File: config.mk
export PLATFORM = sky130hd
export DESIGN_NAME = gessm_pipe
export DESIGN_NICKNAME = d
export VERILOG_FILES = /design/src/rtl/gessm_pipe.sv
export SDC_FILE = /design/constraint.sdc
export NUM_CORES = 1
export LEC_CHECK = 0
export CAP_MARGIN = 25
export CORE_ASPECT_RATIO = 0.5
export CORE_MARGIN = 2
export CORE_UTILIZATION = 25
export CTS_CLUSTER_DIAMETER = 100
export CTS_CLUSTER_SIZE = 8
export DETAILED_ROUTE_END_ITERATION = 6
export GPL_ROUTABILITY_DRIVEN = 0
export GPL_TIMING_DRIVEN = 1
export HOLD_SLACK_MARGIN = 0.12
export PLACE_DENSITY = 0.52
export SLEW_MARGIN = 20
export SYNTH_ARGS = -nofsm -noshare
export SYNTH_HDL_FRONTEND = slang
export SYNTH_SLANG_ARGS = --single-unit
File: constraint.sdc
create_clock -name clk -period 5.94 [get_ports clk]
set_input_delay 1.188 -clock clk [delete_from_list [all_inputs] [get_ports clk]]
set_output_delay 1.188 -clock clk [all_outputs]
set_load 0.1 [all_outputs]
File: src/rtl/gessm_pipe.sv
// gessm_pipe: approximate unsigned multiplier that multiplies M-bit operand segments and shifts the product back to 2N bits.
// Latency: 3 cycles from input transfer to out_valid, 1 result/cycle.
// Backpressure: per-stage valid bits with bubble collapse; in_ready = en1, combinational on out_ready.
// Ports: clk, rst_n (async, active-low); in_valid/in_ready/a/b operand side; out_valid/out_ready/ris result side.
// Optional macro GESSM_BIAS_EN: widens truncated segments with a half-LSB bias bit to reduce mean error.
module gessm_pipe #(
    parameter int N = 16,
    parameter int M = 10,
    parameter int Q = 5
) (
    input  logic           clk,
    input  logic           rst_n,
    input  logic           in_valid,
    output logic           in_ready,
    input  logic [N-1:0]   a,
    input  logic [N-1:0]   b,
    output logic           out_valid,
    input  logic           out_ready,
    output logic [2*N-1:0] ris
);

`ifdef GESSM_BIAS_EN
    localparam int OW = M + 1;
`else
    localparam int OW = M;
`endif
    localparam int PW = 2 * OW;
    localparam int RW = 2 * N;
    localparam int SW = $clog2(RW);

    // Returns {code, segment}; code 2'b1x = offset N-M, 2'b01 = offset Q, 2'b00 = offset 0.
    function automatic logic [M+1:0] select(input logic [N-1:0] x);
        if (|x[N-1:M+Q])
            return {2'b10, x[N-1:N-M]};
        else if (|x[M+Q-1:M])
            return {2'b01, x[M+Q-1:Q]};
        else
            return {2'b00, x[M-1:0]};
    endfunction

    // Shift applied to the product for one operand's segment code.
    function automatic logic [SW-1:0] shamt(input logic [1:0] code);
`ifdef GESSM_BIAS_EN
        // The appended bias bit already supplies one bit of weight.
        if (code[1])
            return SW'(N - M - 1);
        else if (code[0])
            return SW'(Q - 1);
        else
            return '0;
`else
        if (code[1])
            return SW'(N - M);
        else if (code[0])
            return SW'(Q);
        else
            return '0;
`endif
    endfunction

    logic          v1, v2, v3;
    logic          en1, en2, en3;
    logic [M+1:0]  sel_a, sel_b;
    logic [OW-1:0] op_a, op_b;
    logic [OW-1:0] op1_a, op1_b;
    logic [1:0]    c1_a, c1_b, c2_a, c2_b;
    logic [PW-1:0] p2;
    logic [RW-1:0] ris_q;

    assign en3       = out_ready | ~v3;
    assign en2       = en3 | ~v2;
    assign en1       = en2 | ~v1;
    assign in_ready  = en1;
    assign out_valid = v3;
    assign ris       = ris_q;

    assign sel_a = select(a);
    assign sel_b = select(b);

`ifdef GESSM_BIAS_EN
    assign op_a = (sel_a[M+1:M] != 2'b00) ? {sel_a[M-1:0], 1'b1} : {1'b0, sel_a[M-1:0]};
    assign op_b = (sel_b[M+1:M] != 2'b00) ? {sel_b[M-1:0], 1'b1} : {1'b0, sel_b[M-1:0]};
`else
    assign op_a = sel_a[M-1:0];
    assign op_b = sel_b[M-1:0];
`endif

    // Valid bits: a stage takes its upstream valid whenever it is enabled.
    always_ff @(posedge clk or negedge rst_n) begin
        if (!rst_n) begin
            v1 <= 1'b0;
            v2 <= 1'b0;
            v3 <= 1'b0;
        end else begin
            if (en1) v1 <= in_valid;
            if (en2) v2 <= v1;
            if (en3) v3 <= v2;
        end
    end

    // Stage 1: segment selection.
    always_ff @(posedge clk or negedge rst_n) begin
        if (!rst_n) begin
            op1_a <= '0;
            op1_b <= '0;
            c1_a  <= '0;
            c1_b  <= '0;
        end else if (en1 && in_valid) begin
            op1_a <= op_a;
            op1_b <= op_b;
            c1_a  <= sel_a[M+1:M];
            c1_b  <= sel_b[M+1:M];
        end
    end

    // Stage 2: segment product.
    always_ff @(posedge clk or negedge rst_n) begin
        if (!rst_n) begin
            p2   <= '0;
            c2_a <= '0;
            c2_b <= '0;
        end else if (en2 && v1) begin
            p2   <= PW'(op1_a) * PW'(op1_b);
            c2_a <= c1_a;
            c2_b <= c1_b;
        end
    end

    // Stage 3: shift back; the total shift never pushes bits past RW.
    always_ff @(posedge clk or negedge rst_n) begin
        if (!rst_n) begin
            ris_q <= '0;
        end else if (en3 && v2) begin
            ris_q <= RW'(p2) << (shamt(c2_a) + shamt(c2_b));
        end
    end

endmodule
=== Yosys cells after proc, flatten, opt, wreduce, memory -nomap -nowiden ===
Cells that the tools add are included.

* Register bits: 83
* Bits in latches: 0
* RAM bits: 0
* Bits in read-only memories: 0
* Input port bits: 36
* Output and inout bits: 34
* Logic and storage cells: 35
* Memories kept: 0

* $add $sub $neg: 1
* Multipliers: 1
* Divide/modulo/power cells: 0
* Magnitude comparators: 0
* Equal/unequal tests: 0
* Shift operators: 1
* Multiplexer cells: 10
* Bitwise logic cells: 6
* Reduce and logical (&&, ||, !) cells: 5

{| class="wikitable"
|+ Operators by type and width
! cell !! count
|-
| left shift 20 x 5 -> 32 bit || 1
|-
| 2-to-1 mux 12 bit || 2
|-
| 2-to-1 mux 11 bit || 2
|-
| multiplier 10 x 10 -> 20 bit || 1
|-
| 2-to-1 mux 3 bit || 4
|-
| 2-to-1 mux 5 bit || 2
|-
| OR reduction 5 bit || 2
|-
| adder 5 bit || 1
|-
| logical AND 1 bit || 3
|-
| NOT 1 bit || 3
|-
| OR 1 bit || 3
|}

=== Logic depth before layout (Yosys ltp) ===
* Depth in word-level cells: 6
* Depth in mapped cells: 20
* Depth with buffers taken out: 19

=== Worst setup path after synthesis ===
No wires, ideal clock.

* Path type: flip-flop to flip-flop
* From: register op1_b[1]
* To: register p2[15]
* Setup time: 0.133 ns
* Data arrival time: 4.576 ns
* Required time: 5.807 ns
* Slack: 1.231 ns
* Stages on the path, launching flop included: 21
* Buffers on the path: 1
* Period minus slack after synthesis: 4.709 ns
* Cell sequence: dfrtp_1 > clkbuf_1 > nand2_1 > fa_1 > inv_1 > fa_1 > inv_1 > fa_1 > inv_1 > fa_1 > inv_1 > fa_1 > inv_1 > ha_1 > and2_1 > nand3_1 > a21oi_1 > o21ai_0 > a21boi_0 > xnor2_1 > o21ai_0

* Word-level cells in the longest chain between the ends: 1

{| class="wikitable"
|+ Ends and longest elaborated chain
! what !! RTL line !! RTL
|-
| start, declared || 65 || <nowiki>logic [OW-1:0] op1_a, op1_b;</nowiki>
|-
| start signal, assigned || 110 || <nowiki>op1_b <= op_b;</nowiki>
|-
| multiplier 10 x 10 -> 20 bit || 123 || <nowiki>p2 <= PW'(op1_a) * PW'(op1_b);</nowiki>
|-
| end signal, assigned || 123 ||
|-
| end, declared || 67 || <nowiki>logic [PW-1:0] p2;</nowiki>
|}

Every way passes these cells.
A chain may end at the register's enable or synchronous reset.

=== Worst setup path after layout ===
* From: register op1_a[7]
* To: register p2[15]

* Word-level cells in the longest chain between the ends: 1

{| class="wikitable"
|+ Ends and longest elaborated chain
! what !! RTL line !! RTL
|-
| start, declared || 65 ||
|-
| start signal, assigned || 109 || <nowiki>op1_a <= op_a;</nowiki>
|-
| multiplier 10 x 10 -> 20 bit || 123 ||
|}

Every way passes these cells.

==> flow_metrics.env <==
export IMPL_postSynthCellCount=844
export IMPL_grt_pass1_vias=6018
export IMPL_met3_length_um=600
export IMPL_die_w_um=254
export IMPL_antenna_found_initial=1
export IMPL_synthSimpleGateAreaFrac_pct=16.3
export IMPL_max_stage_delay_ns=0.56
export IMPL_holdPathStages=2
export IMPL_synth_edf_count=0
export IMPL_post_cts_buffers=0
export IMPL_root_buffer="clkbuf_16"
export IMPL_num_io_pins=70
export IMPL_grt_pass1_wl_um=31500
export IMPL_clk_latency_ns=0.35
export IMPL_min_path_type="flop to flop"
export IMPL_met1_length_um=9890
export IMPL_setup_viol_count_final=0
export IMPL_synth_warnings=0
export IMPL_most_common_layout_cells="132 x nand2_1, 83 x dfrtp_1, 68 x clkdlybuf4s50_1"
export IMPL_synth_top_family_by_area="adder cells"
export IMPL_ys_async_sr_fraction_pct=100
export IMPL_drc=0
export IMPL_criticalPathCategory="flop to flop"
export IMPL_wl_met2_um=7890
export IMPL_final_layout_size_suffix_gt1_share_pct=7.49
export IMPL_postCtsResizedCells=0
export IMPL_ys_top_cells_by_area="dfrtp_1 27%, fa_1 16%, ha_1 9.4%, nand2_1 6.3%, and2_1 5.4%"
export IMPL_cp_slowest_cell="fa_1"
export IMPL_finalCritPeriodShare_pct=83.3
export IMPL_synth_top_area_share_pct=26.5
export IMPL_drt_iter0_markers=267
export IMPL_synthFlopType="dfrtp_1"
export IMPL_ant_nets=0
export IMPL_cts_buffers=9
export IMPL_initial_core_util_pct=25.6
export IMPL_cts_hold_buffers_added=0
export IMPL_leakage_nw=4.12
export IMPL_seq_area_frac_synth_pct=26.5
export IMPL_worst_r2r_cell_count=19
export IMPL_power_density_nw_per_um2=552
export IMPL_skew_ns=0.00742
export IMPL_synth_cell_types=58
export IMPL_cts_reportedPaths_clkPinSlew_ns=0.06
export IMPL_fp_dieH_um=129
export IMPL_final_common_cell="nand2_1"
export IMPL_slew_violations=0
export IMPL_vias=5893
export IMPL_grt_util_all_layers_pct=12.0
export IMPL_cp_end_kind="flop"
export IMPL_tightest_slew_ns=1.02
export IMPL_routed_via_density=4.52
export IMPL_yosys_area_share_adder_pct=25.3
export IMPL_status="complete, no violations"
export IMPL_timing_fmax_mhz=202
export IMPL_synth_mux_area_share_pct=7.80
export IMPL_tritoncts="done"
export IMPL_htree_levels=3
export IMPL_synth_compound_area_share_pct=14.8
export IMPL_overflow=0
export IMPL_hold_viol_final=0
export IMPL_routed_top_layer="met4"
export IMPL_port_buffers=69
export IMPL_cts_sinks=83
export IMPL_area_growth_pct=16.2
export IMPL_crit_chain="nand2_1 -> fa_1 -> inv_1 -> fa_1 -> inv_1 -> fa_1 -> inv_1 -> fa_1 -> inv_1 -> fa_1 -> inv_1 -> ha_1 -> and2_1 -> nand3_1 -> a21oi_1 -> o21ai_0 -> a21boi_0 -> xnor2_1 -> o21ai_0"
export IMPL_synth_largest_area_cell="dfrtp_1"
export IMPL_relSlewSlack_pct=31.7
export IMPL_min_period_ns=4.95
export IMPL_core_area_um2=30600
export IMPL_synth_area_um2=7830
export IMPL_startpoint_type="flop"
export IMPL_synthesis_nets=1001
export IMPL_tns_ns=0
export IMPL_dr_pass1_iters=4
export IMPL_syn_area_per_cell_um2=9.28
export IMPL_die_area_um2=32800
export IMPL_hold_slack_ns=0.478
export IMPL_rows=45
export IMPL_dp_hpwl_um=15100
export IMPL_cp_max_fo=11
export IMPL_max_clock_path_buffers=2
export IMPL_drt_wl_total_um=18700
export IMPL_rsz0062_at_grt="no"
export IMPL_peakVddDrop_mv=0.227
export IMPL_rrSetupSlack_ns=0.99
export IMPL_ys_ff_latch=83
export IMPL_nets=1035
export IMPL_wire_per_inst_um=14.3
export IMPL_crit_required_ns=6.16
export IMPL_synth_xor_area_share_pct=2.80
export IMPL_antenna_cells=0
export IMPL_max_cap_violations=0
export IMPL_worst_ep_arrival_time_ns=5.17
export IMPL_grt_start_max_net_pins=62
[critical path: cells and delay by family (launching register included)]
family | cells | cell delay (ns)
AO/OA/AOI/OAI | 4 | 0.64
XOR/XNOR | 1 | 0.14
adder cells (fa/ha/maj) | 6 | 2.86
buffers and inverters | 5 | 0.25
flip-flops | 1 | 0.54
AND/OR/NAND/NOR | 3 | 0.40
[cells by family (layout without fill, tap and decap cells)]
family / count (synthesis) / count (layout)
DFF: 83 / 83
muxes: 47 / 47
adders and majority gates: 121 / 121
AOI/OAI and AO/OA: 186 / 186
xor gates and xnor gates: 22 / 22
buffers and inverters: 112 / 149
and+or+nand+nor: 273 / 273
[layer usage]
| metal | global-route usage (%) | up-vias |
|---|---|---|
| li1 | - | 2906 |
| met1 | 17.5 | 2874 |
| met2 | 18.1 | 87 |
| met3 | 2.01 | 26 |
| met4 | 3.91 | 0 |
| met5 | 0 | - |
[path summary, 6_finish.rpt]
kind	startpoint	endpoint
setup reg to reg	op1_a[7]$_DFFE_PN0P_	p2[15]$_DFFE_PN0P_
setup / recovery	op1_a[7]$_DFFE_PN0P_	p2[15]$_DFFE_PN0P_
min in group asynchronous	rst_n	op1_a[2]$_DFFE_PN0P_
max in group asynchronous	rst_n	ris[15]$_DFFE_PN0P_
hold / removal	ris[7]$_DFFE_PN0P_	ris[7]$_DFFE_PN0P_
hold reg to reg	ris[7]$_DFFE_PN0P_	ris[7]$_DFFE_PN0P_
[area by class of cell]
class | instances | area, µm²
clock buffers | 10 | 229
multi-input cells | 649 | 5240
inverters | 57 | 214
fillers | 3218 | 21500
well taps | 423 | 529
clock inverters | 4 | 28.8
repair buffers | 78 | 776
flip-flops and latches | 83 | 2080
[sequential cells by signal (all words and copies together) (netlist names)]
signal / cells
c1_a: 2
c1_b: 2
c2_a: 2
c2_b: 2
op1_a: 10
op1_b: 10
out_valid: 1
p2: 20
ris: 32
v1: 1
v2: 1
[power by group]
part	total [W]	switching [W]	internal (W)
Combinational	0.00357	0.00226	0.00131
Sequential	0.000947	0.000198	0.000749
Clock	0.000511	0.000232	0.000279
[Yosys cell counts (3+ instances only)]
cell type and instances:
o21ai_1 19, buf_6 6, mux4_1 3, a31oi_1 4
nand2b_1 7, o21ai_0 48, clkbuf_1 38, mux4_2 6
and2_1 67, or2_2 3, clkbuf_8 3, nor2b_1 4
a21oi_2 4, nand3_1 7, nand2_1 132, a211oi_1 6
o31ai_1 7, buf_2 3, o22a_1 3, o21a_1 3
fa_1 62, nor2_1 39, buf_4 3, a21oi_1 51
a21o_1 12, xor2_1 7, nor2_2 3, ha_1 59
mux2_2 13, o21ai_2 4, o21bai_1 3, mux2i_1 25
xnor2_1 13, inv_1 57, dfrtp_1 83, o221ai_1 7
[metrics by stage]
| step | cell area [µm²] | util (%) | total power, W | setup slack (ns) | std cells |
|---|---|---|---|---|---|
| 2_1_floorplan | 7830 | - | 0.00372 | 1.23 | 844 |
| 3_3_place_gp | 8800 | 28.8 | 0.00448 | 1.08 | 1288 |
| 3_5_place_dp | 8830 | 28.9 | 0.00453 | 0.999 | 1289 |
| 4_1_cts | 9090 | 29.7 | 0.00507 | 0.983 | 1303 |
| 5_1_grt | 9100 | 29.8 | 0.00550 | 0.587 | 1304 |
| 6_report | 9100 | 29.8 | 0.00502 | 0.992 | 1304 |
Note: power is estimated with default switching activity, not from simulation.
